$ cat src/rtl/freq_detect.sv
// Frequency-coded carrier detector: measures half-periods of sig_in in clk
// cycles, decodes them to a 4-bit symbol and declares lock after repeats.
module freq_detect #(
  parameter int TOL      = 4,
  parameter int LOCK_CNT = 2,
  parameter int TIMEOUT  = 1023
) (
  input  logic       clk,
  input  logic       rst,
  input  logic       sig_in,
  output logic [3:0] code,
  output logic       valid,
  output logic       locked,
  output logic       no_carrier
);

  // state   | meaning
  // IDLE    | no carrier; next edge starts acquisition, its period is discarded
  // ACQUIRE | collecting consecutive matching half-periods
  // LOCKED  | symbol in code is stable; valid pulsed once on entry

  localparam int CW = 10;
  localparam int MW = (LOCK_CNT < 2) ? 1 : $clog2(LOCK_CNT + 1);
  localparam logic [CW-1:0] TMAX = CW'(TIMEOUT);

  typedef enum logic [1:0] {IDLE, ACQUIRE, LOCKED} state_t;

  state_t        state;
  logic          sync1, sync2, sig_prev;
  logic [CW-1:0] hcnt;
  logic [3:0]    cand;
  logic [MW-1:0] match;

  logic          edge_evt;
  logic          timeout;
  logic [CW:0]   period;
  logic [3:0]    k;
  logic [CW:0]   nominal;
  logic [CW:0]   dev;
  logic          good;
  logic          same_cand;
  logic [3:0]    acq_cand;
  logic [MW-1:0] acq_match;
  logic          acq_lock;

  always_ff @(posedge clk or posedge rst) begin
    if (rst) begin
      sync1    <= 1'b0;
      sync2    <= 1'b0;
      sig_prev <= 1'b0;
    end else begin
      sync1    <= sig_in;
      sync2    <= sync1;
      sig_prev <= sync2;
    end
  end

  assign edge_evt = sync2 ^ sig_prev;
  assign timeout  = (hcnt == TMAX) && !edge_evt;

  always_ff @(posedge clk or posedge rst) begin
    if (rst) begin
      hcnt <= TMAX;
    end else if (edge_evt) begin
      hcnt <= '0;
    end else if (hcnt < TMAX) begin
      hcnt <= hcnt + 1'b1;
    end
  end

  // Round to the nearest multiple of 32 and accept only small deviations.
  assign period  = {1'b0, hcnt} + 1'b1;
  assign k       = 4'((period + 11'd16) >> 5);
  assign nominal = {2'b00, k, 5'b00000};
  assign dev     = (period >= nominal) ? (period - nominal) : (nominal - period);
  assign good    = (k != 4'd0) && (period <= 11'd495) && (dev <= 11'(TOL));

  assign same_cand = (match != '0) && (k == cand);
  assign acq_cand  = same_cand ? cand : k;
  assign acq_match = same_cand ? (match + MW'(1)) : MW'(1);
  assign acq_lock  = (acq_match >= MW'(LOCK_CNT));

  always_ff @(posedge clk or posedge rst) begin
    if (rst) begin
      state      <= IDLE;
      cand       <= '0;
      match      <= '0;
      code       <= '0;
      valid      <= 1'b0;
      locked     <= 1'b0;
      no_carrier <= 1'b1;
    end else begin
      valid <= 1'b0;
      case (state)
        IDLE: begin
          if (edge_evt) begin
            state      <= ACQUIRE;
            match      <= '0;
            no_carrier <= 1'b0;
          end
        end
        ACQUIRE: begin
          if (edge_evt) begin
            if (good) begin
              cand  <= acq_cand;
              match <= acq_match;
              if (acq_lock) begin
                state  <= LOCKED;
                code   <= acq_cand;
                valid  <= 1'b1;
                locked <= 1'b1;
              end
            end else begin
              match <= '0;
            end
          end else if (timeout) begin
            state      <= IDLE;
            code       <= '0;
            match      <= '0;
            no_carrier <= 1'b1;
          end
        end
        LOCKED: begin
          if (edge_evt) begin
            if (good && (k == code)) begin
              state <= LOCKED;
            end else if (good) begin
              state  <= ACQUIRE;
              cand   <= k;
              match  <= MW'(1);
              locked <= 1'b0;
            end else begin
              state  <= ACQUIRE;
              match  <= '0;
              locked <= 1'b0;
            end
          end else if (timeout) begin
            state      <= IDLE;
            code       <= '0;
            match      <= '0;
            locked     <= 1'b0;
            no_carrier <= 1'b1;
          end
        end
        default: begin
          state      <= IDLE;
          locked     <= 1'b0;
          no_carrier <= 1'b1;
        end
      endcase
    end
  end

endmodule

$ cat config.mk
export PLATFORM = sky130hd
export DESIGN_NAME = freq_detect
export DESIGN_NICKNAME = d
export VERILOG_FILES = /design/src/rtl/freq_detect.sv
export SDC_FILE = /design/constraint.sdc
export NUM_CORES = 1
export LEC_CHECK = 0
export ABC_AREA = 1
export CAP_MARGIN = 20
export CELL_PAD_IN_SITES_DETAIL_PLACEMENT = 1
export CELL_PAD_IN_SITES_GLOBAL_PLACEMENT = 2
export CORE_MARGIN = 10
export CORE_UTILIZATION = 37
export DETAILED_ROUTE_END_ITERATION = 12
export GPL_TIMING_DRIVEN = 1
export HOLD_SLACK_MARGIN = 0.03
export PLACE_DENSITY_LB_ADDON = 0.1
export RECOVER_POWER = 25
export SYNTH_ARGS = -nofsm -noshare
export SYNTH_HDL_FRONTEND = slang
export SYNTH_SLANG_ARGS = --single-unit
$ cat constraint.sdc
create_clock -name clk -period 9.51 [get_ports clk]
set_input_delay 0.951 -clock clk [delete_from_list [all_inputs] [get_ports clk]]
set_output_delay 0.951 -clock clk [all_outputs]
set_load 0.02 [all_outputs]
* After elaboration in Yosys (flattened, before gate mapping) *
Index checks and enable logic that the tools add are counted.
Widths: inputs -> output; s select.

word-level totals
  register bits = 28
  latch bits = 0
  memory bits (writable) = 0
  memory bits (read-only) = 0
  input port bits = 3
  output and inout bits = 7
  word-level logic and storage cells = 110
  memories kept = 0

cells by class
  add/subtract/negate cells = 6
  multipliers = 0
  div/mod/pow operators = 0
  order comparisons = 5
  equal/unequal tests = 19
  shift operators = 0
  muxes and demuxes = 48
  bitwise operators = 2
  reduce and logical (&&, ||, !) cells = 19

operators by type and width
  operator               number
  $mux 4                 11
  $mux 2                 14
  $mux 10                2
  $ne 2x2->1 const B     9
  $pmux 4 s2             2
  $mux 1                 14
  $ne 3x3->1 const B     4
  $pmux 2 s3             2
  $reduce_and 6->1       2
  $add 10x1->11 const B  1
  $ge 11x9->1            1
  $le 11x3->1 const B    1
  $le 11x9->1 const B    1
  $mux 11                1
  $sub 11x9->11          1
  $sub 9x11->11          1
  $add 10x1->10 const B  1
  $eq 10x10->1 const B   1
  $lt 10x10->1 const B   1
  $add 9x5->9 const B    1
  $reduce_and 3->1       3
  $eq 4x4->1             2
  $reduce_bool 2->1      3
  $logic_and 1x1->1      5
  15 further kinds       15

* Longest topological paths before layout *
  depth after elaboration = 10
  mapped depth = 28
  mapped depth without buffers = 28

* Worst setup path before layout *
OpenSTA, ideal clock, no wires.

  path kind = flip-flop to flip-flop
  start point = reg hcnt[1]
  end point = reg code[2]
  library setup time = 0.122 ns
  arrival time = 3.477 ns
  required time = 9.388 ns
  setup slack = 5.911 ns
  stages on the path, launching flop included = 27
  buffers on the path = 0
  period minus slack after synthesis = 3.599 ns
  path through = dfstp_2 > ha_1 > nand2_2 > nor2_4 > nand2_1 > nand2_2 > inv_2 > ha_1 > nand3_4 > nor2_4 > ha_1 > inv_1 > nand3_1 > nand3_1 > nand2_2 > inv_4 > nand3_4 > nor2_1 > nor2_1 > nor2_1 > nand3_2 > nor2_4 > nand2_2 > nand2_2 > nand2_4 > nand2_1 > o21ai_2

on the way
  longest elaborated chain between the ends = 9
  elaborated cells on any way between the ends = 27
  classes of those cells = add/sub (4); order compare (4); eq/ne (4); mux (9); reduce/logical (6)

RTL lines
  element                                                                RTL line  text
  from (decl)                                                            30        logic [CW-1:0] hcnt;
  from (signal assigned)                                                 67        hcnt <= hcnt + 1'b1;
  parallel branches: the longest is 9 deep, another holds $add 10x1->11  --
  to (signal assigned)                                                   109       code <= acq_cand;
  to (decl)                                                              11        output logic [3:0] code,

Several ways; the timed one is not identified. The select of a mux whose other input is x is not followed.
A chain may end at the register's enable or synchronous reset.

* Worst setup path after layout *
  start point = reg hcnt[0]
  end point = reg match[1]

on the way
  longest elaborated chain between the ends = 9
  elaborated cells on any way between the ends = 25
  classes of those cells = add/sub (4); order compare (3); eq/ne (4); mux (7); reduce/logical (7)

RTL lines
  element                                         RTL line  text
  $add 10x1->11                                   72        assign period = {1'b0, hcnt} + 1'b1;
  $add 9x5->9                                     73        assign k = 4'((period + 11'd16) >> 5);
  $sub 9x11->11 (tied with other cells)           75        assign dev = (period >= nominal) ? (period - nominal) : (nominal - period);
  $mux 11                                         75
  $le 11x3->1                                     76        assign good = (k != 4'd0) && (period <= 11'd495) && (dev <= 11'(TOL));
  $logic_and 1x1->1                               76
  $mux 2 or $logic_and 1x1->1 (tied branches)     104, 125
  $mux 2 or $ne 3x3->1 (tied branches)            --
  $pmux 2 s3 or $reduce_and 3->1 (tied branches)  --
  to (signal assigned)                            106       match <= acq_match;
  to (decl)                                       32        logic [MW-1:0] match;

Several ways; a longest one is shown, not always the timed one.

==> metrics <==
Max VDD drop=105 uV; register area=714 um2; Worst Tran Pin Value=1540 ps; Worst setup EP type=flop; Final Cell Area=2920 um2; setup bufs post-CTS=0; port bufs=9; Max-Cap Viols=1; Yosys cell types=35; biggest cell delay along the critical path=630 ps; crit path max fanout=10; maximum clock frequency=236 MHz; setup_tns=0 ps; # setup viols final=0; CTS root buf=clkbuf_8; register area share after synthesis=26.6%; Slew Limit Headroom=-2.87%; Synth Instances=403; Post-DRT Antenna Nets=0; Buf/Inv on CP=3; Initial Utilization=38.8%; largest net degree at the start of global routing=29; Area growth, synth to finish=9.05%; average size of a mapped cell=6.65 um2; status=finished with violations; Synth area leader=nand2_1; Cell Area, Placed=2880 um2; Die H=105 um; Max clock buf depth=2; YS warnings=0; clock sinks=28; H-Tree Depth=1; endpoints failing hold=0; core area=6910 um2; crit path max-delay cell type=dfstp_2; Mapped Area=2680 um2; die width=105 um; clk_lat worst skew=270 ps; share of the synthesized area in the top cell type=18.1%; Crit Path Class=flop to flop; Worst EP required=9720 ps; wire per inst=15.0 um; min Tclk post-route=4250 ps; CTS tree=yes; Final Wtd Congestion=0.854; Ports=10; RSZ-0062 raised after global routing=no; Hold WS=369 ps; GRT overflow=0; initial antenna violation count=0; FF-to-FF setup slack=5260 ps; diode count=0; Detailed Route Iter0 Violations=56; total track usage=14.2%; pwr dens=133 nW/um2; ys flop type=dfrtp_1; most used cell, CP=nand2_1; Worst path top cell family by delay=simple AND/OR/NAND/NOR gates; worst path arrival time=4460 ps; first-pass GRT wire length=13300 um; via-per-instance ratio=4.94; Worst Hold Class=flop to flop; fill cell count=936; DP HPWL=6380 um; drt drc=0; Final Slew Violations=29; Detailed Routing Iterations Pass 1=4; failing checks=max-capacitance violations, max-slew violations; Seq cells post-synth=28; nets@finish=435; most frequent cells in the layout=nand2_1 (129), inv_1 (50), nor2_1 (38); floorplan row count=30; area of the multi-input gates=1730 um2; largest cells by area after synthesis=nand2_1 (18%), dfrtp_1 (16%), dfstp_2 (11%); Layout Skew=1.75 ps; most common cell after layout, fill and taps aside=nand2_1; final WL=7650 um; cts bufs inserted=3; layout cells sized above 1=15.0%; Die ar.=11100 um2; count of flip-flops with a built-in enable after synthesis=0; Startpoint Class=flop; leakage=1.43 nW; post-cts hold buffer count=0; vias in the first global route=2646; Synth async-reset ratio=100%; Syn Nets=424; period utilization=44.6%; via count=2513; PostCTS Resize Cnt=0; clock edge transition at the registers on the reported setup and hold paths=90 ps
## synthesized netlist by cell type (2+ instances only)
master / n
o21bai_1: 2
nand2_4: 6
ha_1: 18
clkbuf_1: 2
nand2_1: 129
dfrtp_1: 17
inv_2: 6
o21ai_1: 8
or2_2: 2
nand3_2: 6
nand4_1: 8
dfstp_2: 11
nor2_1: 38
xor2_1: 6
inv_1: 50
nand3_1: 30
nand3_4: 2
nor2_4: 7
xnor2_1: 2
a31oi_1: 2
a21oi_1: 14
o21ai_0: 9
nand2_2: 15
o211ai_1: 2
## logic make-up (layout without fill, tap and decap cells)
family | after synthesis | in the layout | share of synthesized area, %
xor+xnor | 8 | 8 | 2.61
simple gates | 245 | 245 | 44.3
flops | 28 | 28 | 26.6
compound gates | 43 | 43 | 9.38
fa+ha+maj | 18 | 18 | 8.40
buf+inv | 61 | 71 | 8.68
## where the power goes
group / switching [mW] / total [mW] / internal, mW
Sequential: 0.0153 / 0.151 / 0.136
Combinational: 0.111 / 0.172 / 0.0605
Clock: 0.0352 / 0.0652 / 0.0300
## metrics by stage
step           utilization (%)  cells  power (mW)  setup slack (ps)
5_1_grt                   42.3    509       0.422              4860
3_3_place_gp              41.7    505       0.325              5380
3_5_place_dp              41.7    505       0.327              5250
2_1_floorplan                -    403       0.273              5910
4_1_cts                   42.4    509       0.396              5240
6_report                  42.3    509       0.388              5260
## worst paths after layout
check	startpoint	endpoint	cells after the start
setup / recovery	hcnt[0]$_DFFE_PP1P_	match[1]$_DFFE_PP0P_	27
hold / removal	sync1$_DFF_PP0_	sync2$_DFF_PP0_	0
setup reg to reg	hcnt[0]$_DFFE_PP1P_	match[1]$_DFFE_PP0P_	27
hold reg to reg	sync1$_DFF_PP0_	sync2$_DFF_PP0_	0
max in group asynchronous	rst	locked$_DFFE_PP0P_	3
min in group asynchronous	rst	code[0]$_DFFE_PP0P_	3
## state kept, by name, summed over array words and instances (netlist names)
| register | count |
|---|---|
| cand | 4 |
| code | 4 |
| hcnt | 10 |
| locked | 1 |
| match | 2 |
| no_carrier | 1 |
| sig_prev | 1 |
| state | 2 |
| sync1 | 1 |
| sync2 | 1 |
| valid | 1 |
## metal layers
layer | part of all wire (%) | track usage [%] | routed length [um] | up-vias
met5 | 0 | 0 | 0 | -
met4 | 0.92 | 3.14 | 70 | 0
met1 | 47 | 18.3 | 3600 | 1181
met3 | 2.2 | 1.54 | 166 | 4
met2 | 50 | 24.8 | 3810 | 29
li1 | - | - | - | 1299
## worst reg2reg max path: cells and delay by family, from the launching register on
| family | cells | cell delay [ps] |
|---|---|---|
| simple gates | 21 | 2310 |
| flops | 1 | 630 |
| buf+inv | 3 | 370 |
| fa+ha+maj | 3 | 890 |
## area by class of cell
type	count	area share, %
multi-input combinational	314	59.3
sequential	28	24.4
inverter	57	7.40
tap	96	4.11
timing repair buffer	10	3.21
clock buffer	4	1.54
(Power assumes the default switching activity.)
==> patch 1: new RTL, config.mk and constraints unchanged <==
The parameter `LOCK_CNT` goes from 2 to 4.
--- a/src/rtl/freq_detect.sv
+++ b/src/rtl/freq_detect.sv
@@ -3,5 +3,5 @@
 module freq_detect #(
   parameter int TOL      = 4,
-  parameter int LOCK_CNT = 2,
+  parameter int LOCK_CNT = 4,
   parameter int TIMEOUT  = 1023
 ) (
Formal check against the unedited RTL: same outputs for any inputs over 10 cycles, from zero or initial values and one cycle with rst high; that may be too few to reach the edited logic, so the function may still have changed.
==> patch 1 against the original RTL <==
  * The flow still finishes with violations (capacitance limit, slew limit)
  * Setup slack got worse by 0.016 ns
  * First-iteration DRC count is 25% higher
  * Routed wire length is 0.22% higher
  * Global-route usage grew 0.36 points
  * Sequential cell count grew 1
  * Total power increased by 11%
  * Fmax down 0.38%
  * Cell area rose by 2.6%
  * Area after synthesis grew 0.28%
  * Critical path type unchanged
  * Largest power group is now registers
  * Highest routed layer unchanged
==> patch 1: results (changes against the original RTL) <==
[placed_design]
hpwl_mm=6.27  ; was 6.38 mm
dp_cells=497  ; was 505
routabilityCongestion=0.864  ; was 0.854

[timing]
relSlewSlack_pct=-11.1  ; was -2.87%
fin_ws_ns=5.25  ; was 5.26 ns
slew_viol_final=30  ; was 29

[route]
via_count=2481  ; was 2513
postRouteWirelength_mm=7.66  ; was 7.65 mm
drt_iter0_markers=70  ; was 56
wl_per_cell_um=15.2  ; was 15.0 µm

[grt]
first_global_vias=2662  ; was 2646
grt_max_degree=30  ; was 29
grt_first_pass_wirelength_mm=13.3  ; about the same
grtUsageTotal_pct=14.6  ; was 14.2%

[synth]
synth_compound_area_share_pct=8.56  ; was 9.38%
ys_top_cells_by_count=nand2_1 (116), inv_1 (46), nand3_1 (37)  ; was nand2_1 (129), inv_1 (50), nor2_1 (38)
synth-xor-area-share_pct=3.58  ; was 2.61%
synth_cell_types=34  ; was 35

[status]
violations=capacitance limit, slew limit  ; unchanged
status=complete, but fails checks  ; unchanged

[flow_run]
maxCapViolations=1  ; unchanged

[layout]
nFillCells=964  ; was 936
syn_to_final_growth_pct=11.5  ; was 9.05%

[setup_path]
critPathArrivalTime_ns=4.43  ; was 4.46 ns
worst-r2r-cell-count=25  ; was 27
critPathMaxFanout=11  ; was 10

[clock_network]
cts_buffers=5  ; was 3
clock_latency_ns=0.29  ; was 0.27 ns

[pwr]
p_leak_uw=0.00145  ; was 0.00143 µW

==> patch 1: cell types whose count changed after synthesis, sizes merged, moves of 3 or more <==
| cell | change |
|---|---|
| o21ai | -4 |
| inv | -6 |
| nor2 | -4 |
| nand3 | +5 |
| nand4 | +3 |
| a31oi | +3 |
| nand2 | -13 |
==> patch 1: metal layers <==
layer,track usage (%),routed length (µm)
met4,3.92,108
met5,0,0
met1,17.4,3520
met2,26.1,3910
met3,2.62,123
==> patch 1: final cells by class <==
type / count / area share [%]
clock inverter: 2 / 1.25
tap: 99 / 4.13
multi-input combinational: 307 / 57.6
sequential: 29 / 24.7
timing repair buffer: 10 / 3.13
inverter: 52 / 6.51
clock buffer: 6 / 2.75
==> patch 1: report_power, final <==
group / switching (µW) / total [µW] / leakage [µW] / internal (µW)
Combinational: 95.8 / 143 / 0.00104 / 47.1
Clock: 54.6 / 140 / 0.0000574 / 85.2
Sequential: 11.9 / 148 / 0.000355 / 136
Total: 162 / 431 / 0.00145 / 269
==> patch 2: new RTL, same settings <==
Without the edit above. Add an input register stage for `sig_in`, without a reset; this delays it by one clock.
--- a/src/rtl/freq_detect.sv
+++ b/src/rtl/freq_detect.sv
@@ -26,4 +26,10 @@
   typedef enum logic [1:0] {IDLE, ACQUIRE, LOCKED} state_t;
 
+  logic sig_q;
+
+  always_ff @(posedge clk) begin
+    sig_q <= sig_in;
+  end
+
   state_t        state;
   logic          sync1, sync2, sig_prev;
@@ -50,5 +56,5 @@
       sig_prev <= 1'b0;
     end else begin
-      sync1    <= sig_in;
+      sync1    <= sig_q;
       sync2    <= sync1;
       sig_prev <= sync2;
Formal check against the unedited RTL: not equivalent (a bounded check fails within 4 cycles, from zero or initial values and one cycle with rst high).
==> patch 2 against the original RTL <==
  * Area after synthesis down 4.2%
  * Routed wire length shrank 2.1%
  * Critical path depth is 2 lower
  * Cell area fell by 2.9%
  * Total power grew 8.4%
  * Non-clock buffer count unchanged
  * Sequential share of layout area is 1.4 points higher
  * Hold slack got worse by 0.035 ns
  * Combinational power down 6%
  * Die area decreased by 3.4%
  * Setup slack worse by 0.034 ns
  * Sequential cell count up 1
==> patch 2: results (changes against the original RTL) <==
[synth]
yosys-top-cells-area=dfrtp_1 (17%), nand2_1 (15%), dfstp_2 (11%), ha_1 (8.8%), inv_1 (7.3%)  ; was nand2_1 (18%), dfrtp_1 (16%), dfstp_2 (11%), ha_1 (8.4%), inv_1 (7.0%)
async_reset_ff_share_pct=96.6  ; was 100%
syn-instance-count=375  ; was 403
ys_top_cells_by_count=nand2_1 (101), inv_1 (50), nor2_1 (35)  ; was nand2_1 (129), inv_1 (50), nor2_1 (38)
seq_area_frac_synth_pct=28.6  ; was 26.6%
synth_cell_types=36  ; was 35

[timing]
relSlewSlack_pct=20.8  ; was -2.87%
min_period_ns=4.28  ; was 4.25 ns
skew_ns=0.00939  ; was 0.00175 ns

[route]
postRouteWirelength_mm=7.49  ; was 7.65 mm
drt_iter0_markers=54  ; was 56
wl_met1_mm=3.48  ; was 3.60 mm
wl_per_cell_um=16.0  ; was 15.0 µm
met3_wirelength_um=250  ; was 166 µm
via_per_inst=5.17  ; was 4.94
met2_length_mm=3.67  ; was 3.81 mm

[grt]
grt_use_met3_pct=2.86  ; was 1.54%
grt_first_pass_wirelength_mm=12.8  ; was 13.3 mm
first_global_vias=2558  ; was 2646
grtUsageMet1_pct=18.4  ; was 18.3%
grtUsageTotal_pct=15.4  ; was 14.2%

[layout]
drive_gt1_share_pct=15.9  ; was 15.0%
finalNetCount=409  ; was 435

[clock_network]
path_clk_slew_ns=0.07  ; was 0.09 ns
htree_levels=2  ; was 1

[worst_hold_path]
hold-path-endpoint=sync1$_DFF_PP0_  ; was sync2$_DFF_PP0_
min_from=sig_q$_DFF_P_  ; was sync1$_DFF_PP0_

[pwr]
power_density_nw_per_um2=148  ; was 133 nW/µm²
switching_share_pct=39.7  ; was 41.7%
power_frac_seq_pct=36.3  ; was 39.0%
peakVddDrop_mv=0.127  ; was 0.105 mV

[placed_design]
pre_cts_slack_ns=5.20  ; was 5.25 ns
dp_cells=460  ; was 505
hpwl_mm=6.17  ; was 6.38 mm
routabilityCongestion=0.885  ; was 0.854
placed_area_um2=2740  ; was 2880 µm²

[status]
status=complete, no violations  ; was complete, but fails checks

[setup_path]
critPathMaxFanout=12  ; was 10
critPathArrivalTime_ns=4.45  ; was 4.46 ns
worst-r2r-cell-count=25  ; was 27

[patch 2: layout make-up]
class | instances | area, µm² | share of cell area, %
clock buffer | 7 | 86.3 | 3.04
clock inverter | 1 | 7.51 | 0.264
inverter | 55 | 206 | 7.27
multi-input combinational | 287 | 1610 | 56.7
sequential | 29 | 734 | 25.9
tap | 80 | 100 | 3.52
timing repair buffer | 10 | 93.8 | 3.30
[patch 2: critical path, delay by kind of cell, from the launching register on]
family / cells / cell delay [ns]
DFF: 1 / 0.65
and+or+nand+nor: 20 / 2.18
buffers and inverters: 1 / 0.18
adders and majority gates: 3 / 0.90
AOI/OAI and AO/OA: 1 / 0.24
[patch 2: cell families after synthesis]
family,count (synthesis),synth area share [%]
AOI/OAI and AO/OA,47,10.5
xor gates and xnor gates,6,2.05
adders and majority gates,18,8.77
buffers and inverters,59,8.67
DFF,29,28.6
and+or+nand+nor,216,41.4
